===== config.mk =====
export PLATFORM = sky130hd
export DESIGN_NAME = packed_word_fifo
export DESIGN_NICKNAME = d
export VERILOG_FILES = /design/src/rtl/packed_word_fifo_if.sv /design/src/rtl/packed_word_fifo.sv
export SDC_FILE = /design/constraint.sdc
export NUM_CORES = 1
export LEC_CHECK = 0
export CAP_MARGIN = 20
export CORE_MARGIN = 3
export CORE_UTILIZATION = 48
export DETAILED_ROUTE_END_ITERATION = 10
export PLACE_DENSITY_LB_ADDON = 0.2
export SLEW_MARGIN = 15
export SYNTH_ARGS = -nofsm -noshare
export SYNTH_HDL_FRONTEND = slang
export SYNTH_SLANG_ARGS = --single-unit
export TNS_END_PERCENT = 5

===== constraint.sdc =====
create_clock -name i_clk -period 1.85 [get_ports i_clk]
set_input_delay 0.4625 -clock i_clk [delete_from_list [all_inputs] [get_ports i_clk]]
set_output_delay 0.4625 -clock i_clk [all_outputs]
set_load 0.01 [all_outputs]

===== src/rtl/packed_word_fifo_if.sv =====
// Storage container for packed_word_fifo: one packed 2-D word array.
// The owning module is the only writer, from its sequential block.
interface packed_word_fifo_if #(
  parameter int unsigned WIDTH = 8,
  parameter int unsigned DEPTH = 4
);
  logic [DEPTH-1:0][WIDTH-1:0] mem;
endinterface


===== src/rtl/packed_word_fifo.sv =====
// First-word-fall-through FIFO that buffers words from the packed-register stage.
// Every output is decoded from registered state only; nothing passes straight from inputs to outputs.
module packed_word_fifo #(
  parameter int unsigned WIDTH = 8,
  parameter int unsigned DEPTH = 4
) (
  input  logic                     i_clk,
  input  logic                     i_rst,
  input  logic [WIDTH-1:0]         i_data,
  input  logic                     i_valid,
  output logic                     o_ready,
  output logic [WIDTH-1:0]         o_data,
  output logic                     o_valid,
  input  logic                     i_ready,
  output logic [$clog2(DEPTH):0]   o_count,
  output logic                     o_overflow
);

  localparam int unsigned PTR_W = $clog2(DEPTH);
  localparam int unsigned CNT_W = PTR_W + 1;

  packed_word_fifo_if #(.WIDTH(WIDTH), .DEPTH(DEPTH)) u_mem ();

  logic [PTR_W-1:0] wr_ptr;
  logic [PTR_W-1:0] rd_ptr;
  logic [CNT_W-1:0] count;
  logic             overflow;
  logic             full;
  logic             empty;
  logic             push;
  logic             pop;

  // Handshake decode; a full FIFO refuses writes even if a pop happens in the same cycle.
  always_comb begin
    full  = (count == CNT_W'(DEPTH));
    empty = (count == CNT_W'(0));
    push  = i_valid & ~full;
    pop   = i_ready & ~empty;
  end

  // Pointers, occupancy, storage and the sticky overflow flag.
  always_ff @(posedge i_clk or posedge i_rst) begin
    if (i_rst) begin
      wr_ptr    <= '0;
      rd_ptr    <= '0;
      count     <= '0;
      overflow  <= 1'b0;
      u_mem.mem <= '0;
    end else begin
      if (push) begin
        u_mem.mem[wr_ptr] <= i_data;
        wr_ptr            <= wr_ptr + PTR_W'(1);
      end
      if (pop) begin
        rd_ptr <= rd_ptr + PTR_W'(1);
      end
      if (push && !pop) begin
        count <= count + CNT_W'(1);
      end else if (pop && !push) begin
        count <= count - CNT_W'(1);
      end
      if (i_valid && full) begin
        overflow <= 1'b1;
      end
    end
  end

  always_comb begin
    o_ready    = ~full;
    o_valid    = ~empty;
    o_data     = u_mem.mem[rd_ptr];
    o_count    = count;
    o_overflow = overflow;
  end

endmodule


==> impl_metrics.yaml, run 1 <==
timing:
  setup_slack_ns: -0.0728
  skew_ns: 0.00269
  tightest_slew_ns: 0.435
  setup_viol: 11
  rsz0062_at_grt: "yes"
  min_period_ns: 1.92
  setup_tns_ns: -0.589
  fin_crit_sh_pct: 104
  max_freq_ghz: 0.520
  slew_headroom_pct: 71.0
  drv_slew: 0
  hold_violations: 0
worst_setup_path:
  start_kind: "flip-flop"
  required_ns: 1.39
  cp_common_cell: "buf_6"
  critPathLaunch: "rd_ptr[0]$_DFFE_PP0P_"
  critical-path-max-stage-delay_ns: 0.51
  worstSetupPathType: "flip-flop to output port"
  reg2reg_from: "o_count[0]$_DFFE_PP0P_"
  worstPathMaxFanout: 5
  cp_cell_sequence: "buf_6 > mux4_2 > buf_6"
  endpoint_kind: "output port"
  crit_slowest_cell: "mux4_2"
  worst_ep_arrival_time_ns: 1.46
power_and_ir_drop:
  leakagePower_nw: 1.09
  switching_share_pct: 31.3
  sequentialPowerShare_pct: 36.3
  p_int_mw: 3.12
  power_density_nw_per_um2: 1840
  peakVddDrop_mv: 0.890
  switchingPower_mw: 1.42
  power_frac_comb_pct: 50.9
  clkPwrFrac_pct: 12.9
yosys:
  yosysWarningCount: 0
  ys_ff_latch: 40
  syn-num-nets: 134
  yosys.area.top_type: "dfrtp_1"
  synth_cell_types: 19
  ys_seq_area_share_pct: 55.1
  synth_top_area_share_pct: 55.1
  syn_area_per_cell_sq_um: 15.7
  synth_area_sq_um: 1820
  synth_top_cells_by_area: "dfrtp_1 55%, mux2_2 20%, mux4_2 9.9%"
  postSynthCellCount: 116
status:
  status: "complete, but fails checks"
  violations: "setup timing"
detailed_routing:
  dr.max_layer_used: "met4"
  dr.pass1.iters: 4
  vias_per_cell: 5.22
  ant_nets: 0
  wl_met3_um: 154
  wl_um: 3570
  wl_met1_um: 1480
  routed-wl-met2_um: 1920
  dr.first_iter.drc_count: 40
  post-route-drc-count: 0
  vias: 1133
  wl_per_cell_um: 16.5
clocking:
  clk_pin_slew_ns: 0.07
  cts-root-buf: "clkbuf_8"
  cts_buffer_depth: 2
  cts_buffers: 5
  insertion_delay_ns: 0.28
  h-tree-depth: 2
  cts_sinks: 40
  cts_tree: "yes"
placement:
  io_buffer_count: 25
  dp_hpwl_um: 2630
  place_congestion: 0.743
grt:
  grt_antenna_before_repair: 0
  track_usage_pct: 18.8
  grt_pass1_vias: 1272
  overflow: 0
  grt_pass1_wl_um: 6090
  grt_max_degree: 41
layout:
  post-route-util_pct: 70.5
  final_cell_mix: "38 x dfrtp_1, 31 x mux2_2, 19 x buf_4"
  final_common_cell: "dfrtp_1"
  layout.nets: 188
  synthToLayoutAreaGrowth_pct: 35.6
  layout-drive-gt1-share_pct: 54.4
  diodes: 0
die:
  die_area_sq_um: 4560
  io_pins: 26
  coreArea_sq_um: 3490
  die_y_um: 67.5
  start_util_pct: 52.0
  die_width_um: 67.5
  rows: 21
hold_path:
  holdCritStartpoint: "o_overflow$_DFFE_PP0P_"
  min_path_type: "flip-flop to flip-flop"
run:
  cap_violations: 0
-- flip-flops by register name, summed over array words and instances (netlist names) --
signal / count
rd_ptr: 2
wr_ptr: 2
o_overflow: 1
o_count: 3
u_mem.mem: 32
-- power groups by stage --
stage	Clock, mW	Combinational [mW]	Sequential (mW)
3_3_place_gp	0	2.22	1.60
3_5_place_dp	0	2.28	1.66
2_1_floorplan	0	1.33	1.56
6_report	0.585	2.31	1.65
4_1_cts	0.601	2.15	1.65
5_1_grt	0.643	2.51	1.71
-- cell type report --
| class | instances | area [sq um] |
|---|---|---|
| clock inverter | 1 | 7.51 |
| tap | 46 | 57.6 |
| sequential | 40 | 1000 |
| timing repair buffer | 49 | 463 |
| fill | 241 | 1030 |
| multi-input combinational | 69 | 828 |
| inverter | 5 | 18.8 |
| clock buffer | 7 | 86.3 |
-- metal layers --
| layer | vias to the layer above | track usage (%) |
|---|---|---|
| li1 | 518 | - |
| met1 | 588 | 22.5 |
| met2 | 25 | 32.8 |
| met3 | 2 | 4.83 |
| met4 | 0 | 6.08 |
| met5 | - | 0 |
-- Yosys cell counts (all sizes together) --
| cell type | n |
|---|---|
| dfrtp | 40 |
| mux2 | 34 |
| mux4 | 8 |
| ha | 5 |
| inv | 5 |
| nand2 | 5 |
| nor2 | 5 |
| xnor2 | 4 |
| buf | 2 |
| xor2 | 2 |
| a21o | 1 |
| fa | 1 |
| nand3 | 1 |
| nor2b | 1 |
| nor3b | 1 |
| or3 | 1 |
-- worst max-delay path, delay by kind of cell (launching register included) --
family,cells,cell delay [ns]
mux,1,0.51
flops,1,0.38
buf+inv,2,0.29
-- stage by stage --
| stage | hold slack, ns | total power [mW] | area (sq um) | std cells | worst slack (ns) |
|---|---|---|---|---|---|
| 2_1_floorplan | 0.453 | 2.89 | 1860 | 116 | -0.102 |
| 3_3_place_gp | 0.440 | 3.82 | 2340 | 206 | -0.241 |
| 3_5_place_dp | 0.455 | 3.94 | 2340 | 206 | -0.286 |
| 4_1_cts | 0.482 | 4.41 | 2410 | 215 | -0.0889 |
| 5_1_grt | 0.518 | 4.86 | 2460 | 217 | -0.146 |
| 6_report | 0.475 | 4.55 | 2460 | 217 | -0.0728 |
-- what timing repair did --
item,CTS,global route
resized for setup,40,9
setup buffers,1,2
endpoints found under the hold margin,0,0
hold buffers,0,0
pin swaps,4,5
endpoints found under the setup margin,12,12
-- final timing paths --
path	endpoint	slack [ns]	cells past startpoint
worst min register to register	o_overflow$_DFFE_PP0P_	0.47	1
worst min-delay path	o_overflow$_DFFE_PP0P_	0.47	1
worst max-delay path	o_data[7]	-0.07	3
min in group asynchronous	u_mem.mem[31]$_DFFE_PP0P_	0.54	3
max in group asynchronous	o_count[1]$_DFFE_PP0P_	1.09	3
worst max register to register	o_count[2]$_DFFE_PP0P_	-0.05	8
-- logic make-up (layout without fill, tap and decap cells) --
family / Yosys count / in the layout / share of synthesized area, %
flip-flops: 40 / 40 / 55.1
buffers and inverters: 7 / 62 / 1.51
AO/OA/AOI/OAI: 1 / 1 / 0.413
XOR/XNOR: 6 / 6 / 2.89
AND/OR/NAND/NOR: 14 / 14 / 4.61
multiplexers: 42 / 42 / 31.0
adder cells (fa/ha/maj): 6 / 6 / 4.54
Power figures use the tool's default switching activity.
==> run 2: changes to the inputs <==
--- a/config.mk
+++ b/config.mk
@@ -6,8 +6,9 @@
 export NUM_CORES = 1
 export LEC_CHECK = 0
 export CAP_MARGIN = 20
-export CORE_MARGIN = 3
+export CORE_MARGIN = 4
 export CORE_UTILIZATION = 48
+export CTS_CLUSTER_DIAMETER = 30
 export DETAILED_ROUTE_END_ITERATION = 10
 export PLACE_DENSITY_LB_ADDON = 0.2
 export SLEW_MARGIN = 15
==> impl_metrics.yaml, run 2 (same netlist as run 1, synthesis figures left out) <==
layout:
  fin_cells: 213
  max_flop_register: "u_mem.mem"
  diodes: 0
  layout-drive-gt1-share_pct: 53.3
  synthToLayoutAreaGrowth_pct: 34.8
  final_cell_mix: "38 x dfrtp_1, 32 x mux2_2, 14 x clkdlybuf4s50_1"
  layout.nets: 183
  largest_reg_flops: 32
  final_common_cell: "dfrtp_1"
detailed_routing:
  wl_per_cell_um: 15.6
  dr.first_iter.drc_count: 31
  ant_nets: 0
  vias_per_cell: 5.11
  wl_um: 3330
  vias: 1089
  post-route-drc-count: 0
  dr.pass1.iters: 4
grt:
  grt_antenna_before_repair: 0
  track_usage_pct: 15.4
  grt_max_degree: 41
  overflow: 0
  grt_pass1_vias: 1241
  grt_pass1_wl_um: 5920
placement:
  dp.cells: 205
  place_congestion: 0.758
  dp_hpwl_um: 2470
  io_buffer_count: 25
timing:
  max_freq_ghz: 0.523
  fin_crit_sh_pct: 103
  hold_violations: 0
  tightest_slew_ns: 0.461
  slew_headroom_pct: 69.3
  skew_ns: 0.00300
  setup_tns_ns: -0.550
  setup_slack_ns: -0.0633
  rsz0062_at_grt: "yes"
  drv_slew: 0
  min_period_ns: 1.91
  setup_viol: 10
hold_path:
  min_path_type: "flip-flop to flip-flop"
  holdPathEnd: "o_overflow$_DFFE_PP0P_"
  hold_depth: 1
  holdCritStartpoint: "o_overflow$_DFFE_PP0P_"
worst_setup_path:
  rr_worst_depth: 6
  critical-path-max-stage-delay_ns: 0.44
  regToRegEndpoint: "o_count[1]$_DFFE_PP0P_"
  required_ns: 2.01
  worstPathMaxFanout: 3
  worstSetupPathType: "flip-flop to flip-flop"
  crit_buf_inv: 1
  reg2reg_from: "o_count[1]$_DFFE_PP0P_"
  endpoint_kind: "flip-flop"
  r2r_slack_ns: -0.06
  crit_slowest_cell: "dfrtp_2"
  start_kind: "flip-flop"
  worst_ep_arrival_time_ns: 2.08
  path_depth: 6
  crit_family: "adder cells"
  cp_cell_sequence: "or3_4 > nand2_4 > ha_4 > inv_2 > fa_2 > mux2_2"
die:
  start_util_pct: 49.7
  die_y_um: 69.5
  io_pins: 26
  rows: 22
  die_width_um: 69.5
  die_area_sq_um: 4840
  coreArea_sq_um: 3660
clocking:
  cts_tree: "yes"
  insertion_delay_ns: 0.28
  cts_sinks: 40
  cts_hold_buf: 0
  cts-root-buf: "clkbuf_8"
  clk_pin_slew_ns: 0.07
  cts_buffers: 5
  h-tree-depth: 2
  cts_buffer_depth: 2
power_and_ir_drop:
  p_total_mw: 4.47
  power_density_nw_per_um2: 1830
  peakVddDrop_mv: 1.12
  leakagePower_nw: 1.05
status:
  violations: "setup timing"
  status: "complete, but fails checks"
run:
  cap_violations: 0
==> run 2: cell count changes in the layout (fill, tap and decap cells not counted) <==
cell / change
mux2_2: +1
mux2_4: -1
clkdlybuf4s50_1: +1
buf_4: -7
clkinv_2: +1
buf_2: -1
clkbuf_1: -1
dlymetal6s2s_1: -1
clkbuf_8: -1
buf_12: +3
==> run 2: area by class of cell <==
cell class	instances	area (sq um)
clock buffer	5	68.8
multi-input combinational	69	825
fill	279	1210
clock inverter	2	12.5
timing repair buffer	44	463
inverter	5	18.8
tap	48	60.1
sequential	40	1000
==> run 2: per-stage QoR <==
step	util, %	hold WS (ns)	instance area (sq um)	setup WS (ns)
2_1_floorplan	-	0.453	1860	-0.102
5_1_grt	67.0	0.518	2450	-0.190
3_5_place_dp	64.3	0.460	2350	-0.279
4_1_cts	66.0	0.477	2420	-0.0825
6_report	67.0	0.469	2450	-0.0633
3_3_place_gp	64.3	0.436	2350	-0.239
==> run 2: where the power goes <==
group / internal, mW / leakage [nW] / switching (mW)
clock: 0.255 / 0.0400 / 0.276
sequential: 1.34 / 0.469 / 0.297
combinational: 1.50 / 0.546 / 0.815
==> run 2: how the worst max path moves through the flow <==
stage,endpoint,startpoint
floorplan,o_count[1]$_DFFE_PP0P_,o_count[0]$_DFFE_PP0P_
global placement,o_count[2]$_DFFE_PP0P_,i_valid
detailed placement,o_count[2]$_DFFE_PP0P_,i_valid
CTS,o_data[0],rd_ptr[0]$_DFFE_PP0P_
global route,o_count[2]$_DFFE_PP0P_,o_count[1]$_DFFE_PP0P_
finish,o_count[1]$_DFFE_PP0P_,o_count[1]$_DFFE_PP0P_
==> run 2: repair_timing <==
item	4_1_cts	5_1_grt
buffers inserted	1	0
resized for setup	39	8
pin swaps	3	1
setup endpoints to repair	12	13
==> run 2: per-layer routing <==
layer / up-vias / global-route usage (%) / wire length, um
met3: 2 / 4.06 / 123
met2: 24 / 26.6 / 1780
met1: 551 / 19.2 / 1420
met5: - / 0 / 0
li1: 512 / - / -
met4: 0 / 3.90 / 9
==> run 3: changes to the inputs <==
--- a/config.mk
+++ b/config.mk
@@ -7,7 +7,7 @@
 export LEC_CHECK = 0
 export CAP_MARGIN = 20
 export CORE_MARGIN = 4
-export CORE_UTILIZATION = 48
+export CORE_UTILIZATION = 25
 export CTS_CLUSTER_DIAMETER = 30
 export DETAILED_ROUTE_END_ITERATION = 10
 export PLACE_DENSITY_LB_ADDON = 0.2
==> impl_metrics.yaml, run 3 (same netlist as run 1, synthesis figures left out) <==
layout:
  synthToLayoutAreaGrowth_pct: 42.0
  fillers: 667
  final_cell_mix: "38 x dfrtp_1, 32 x mux2_2, 16 x buf_4"
  final_common_cell: "dfrtp_1"
  diodes: 0
  max_flop_register: "u_mem.mem"
  largest_reg_flops: 32
  fin_cells: 266
  post-route-util_pct: 37.2
  layout.nets: 187
  layout-drive-gt1-share_pct: 54.7
  post-route-cell-area_sq_um: 2580
clocking:
  cts_sinks: 40
  cts-root-buf: "clkbuf_8"
  cts_tree: "yes"
  cts_buffer_depth: 2
  h-tree-depth: 2
  clk_pin_slew_ns: 0.08
  insertion_delay_ns: 0.29
  cts_buffers: 5
timing:
  fin_crit_sh_pct: 107
  min_period_ns: 1.97
  slew_headroom_pct: 85.2
  max_freq_ghz: 0.507
  setup_viol: 11
  skew_ns: 0.00594
  rsz0062_at_grt: "yes"
  hold_violations: 0
  hold-worst-slack_ns: 0.462
  setup_tns_ns: -0.973
  drv_slew: 0
  tightest_slew_ns: 0.222
  setup_slack_ns: -0.121
detailed_routing:
  wl_per_cell_um: 14.9
  post-route-drc-count: 0
  vias: 1112
  ant_nets: 0
  dr.pass1.iters: 3
  vias_per_cell: 4.18
  wl_um: 3950
  dr.first_iter.drc_count: 18
worst_setup_path:
  endpoint_kind: "output port"
  worst_ep_arrival_time_ns: 1.51
  rr_worst_depth: 8
  worstPathMaxFanout: 8
  r2r_slack_ns: -0.08
  critical-path-max-stage-delay_ns: 0.53
  start_kind: "flip-flop"
  crit_slowest_cell: "mux4_2"
  cp_cell_sequence: "buf_12 > mux4_2 > buf_6"
  reg2reg_from: "o_count[1]$_DFFE_PP0P_"
  worstSetupPathType: "flip-flop to output port"
  required_ns: 1.39
  regToRegEndpoint: "o_count[2]$_DFFE_PP0P_"
placement:
  dp_slack_ns: -0.314
  place_congestion: 0.749
  io_buffer_count: 25
  postPlaceCellArea_sq_um: 2440
  dp_hpwl_um: 2860
  dp.cells: 255
status:
  violations: "setup timing"
  status: "complete, but fails checks"
power_and_ir_drop:
  power_density_nw_per_um2: 1840
  leakagePower_nw: 1.10
  p_total_mw: 4.75
  peakVddDrop_mv: 0.635
die:
  rows: 30
  coreArea_sq_um: 6940
  io_pins: 26
  die_area_sq_um: 8700
  start_util_pct: 26.2
  die_y_um: 93.3
  die_width_um: 93.3
grt:
  grt_antenna_before_repair: 0
  grt_max_degree: 41
  overflow: 0
  grt_pass1_wl_um: 6480
  track_usage_pct: 9.75
  grt_pass1_vias: 1278
hold_path:
  hold_depth: 1
  holdCritStartpoint: "o_overflow$_DFFE_PP0P_"
  holdPathEnd: "o_overflow$_DFFE_PP0P_"
  min_path_type: "flip-flop to flip-flop"
run:
  cap_violations: 0
## run 3: how the worst max path moves through the flow
stage | startpoint | endpoint | slack [ns]
after floorplan | o_count[0]$_DFFE_PP0P_ | o_count[1]$_DFFE_PP0P_ | -0.10
after global placement | i_valid | o_count[2]$_DFFE_PP0P_ | -0.25
after detailed placement | i_valid | o_count[2]$_DFFE_PP0P_ | -0.31
after CTS | rd_ptr[0]$_DFFE_PP0P_ | o_data[2] | -0.14
after global routing | rd_ptr[0]$_DFFE_PP0P_ | o_data[2] | -0.17
final | rd_ptr[0]$_DFFE_PP0P_ | o_data[2] | -0.12
## run 3: timing repair
item / CTS / global route
hold endpoints to repair: 0 / 0
pin swaps: 2 / 4
gates cloned: 0 / 0
resized for setup: 43 / 5
endpoints found under the setup margin: 13 / 12
hold buffers: 0 / 0
setup buffers: 2 / 1
## run 3: where the power goes
group	total, mW	internal [mW]	switching [mW]
clock network	0.706	0.399	0.307
logic	2.44	1.54	0.899
registers	1.60	1.34	0.264
## run 3: final cells by class
cell class	instances	area [sq um]	share of cell area, %
tap	96	120	4.65
clock buffer	5	68.8	2.67
clock inverter	3	42.5	1.65
sequential	40	1000	38.9
multi-input combinational	69	825	31.9
inverter	5	18.8	0.727
timing repair buffer	48	503	19.5
## run 3: critical path, delay by kind of cell (launching register included)
kind | cells | cell delay (ns)
mux | 1 | 0.53
flops | 1 | 0.39
buf+inv | 2 | 0.30
## run 3: layer usage
layer	vias to the layer above	global-route usage (%)	part of all wire [%]
li1	518	-	-
met1	571	11.5	44
met2	21	17.2	52
met3	2	2.57	4.1
met4	0	2.93	0.68
met5	-	0	0
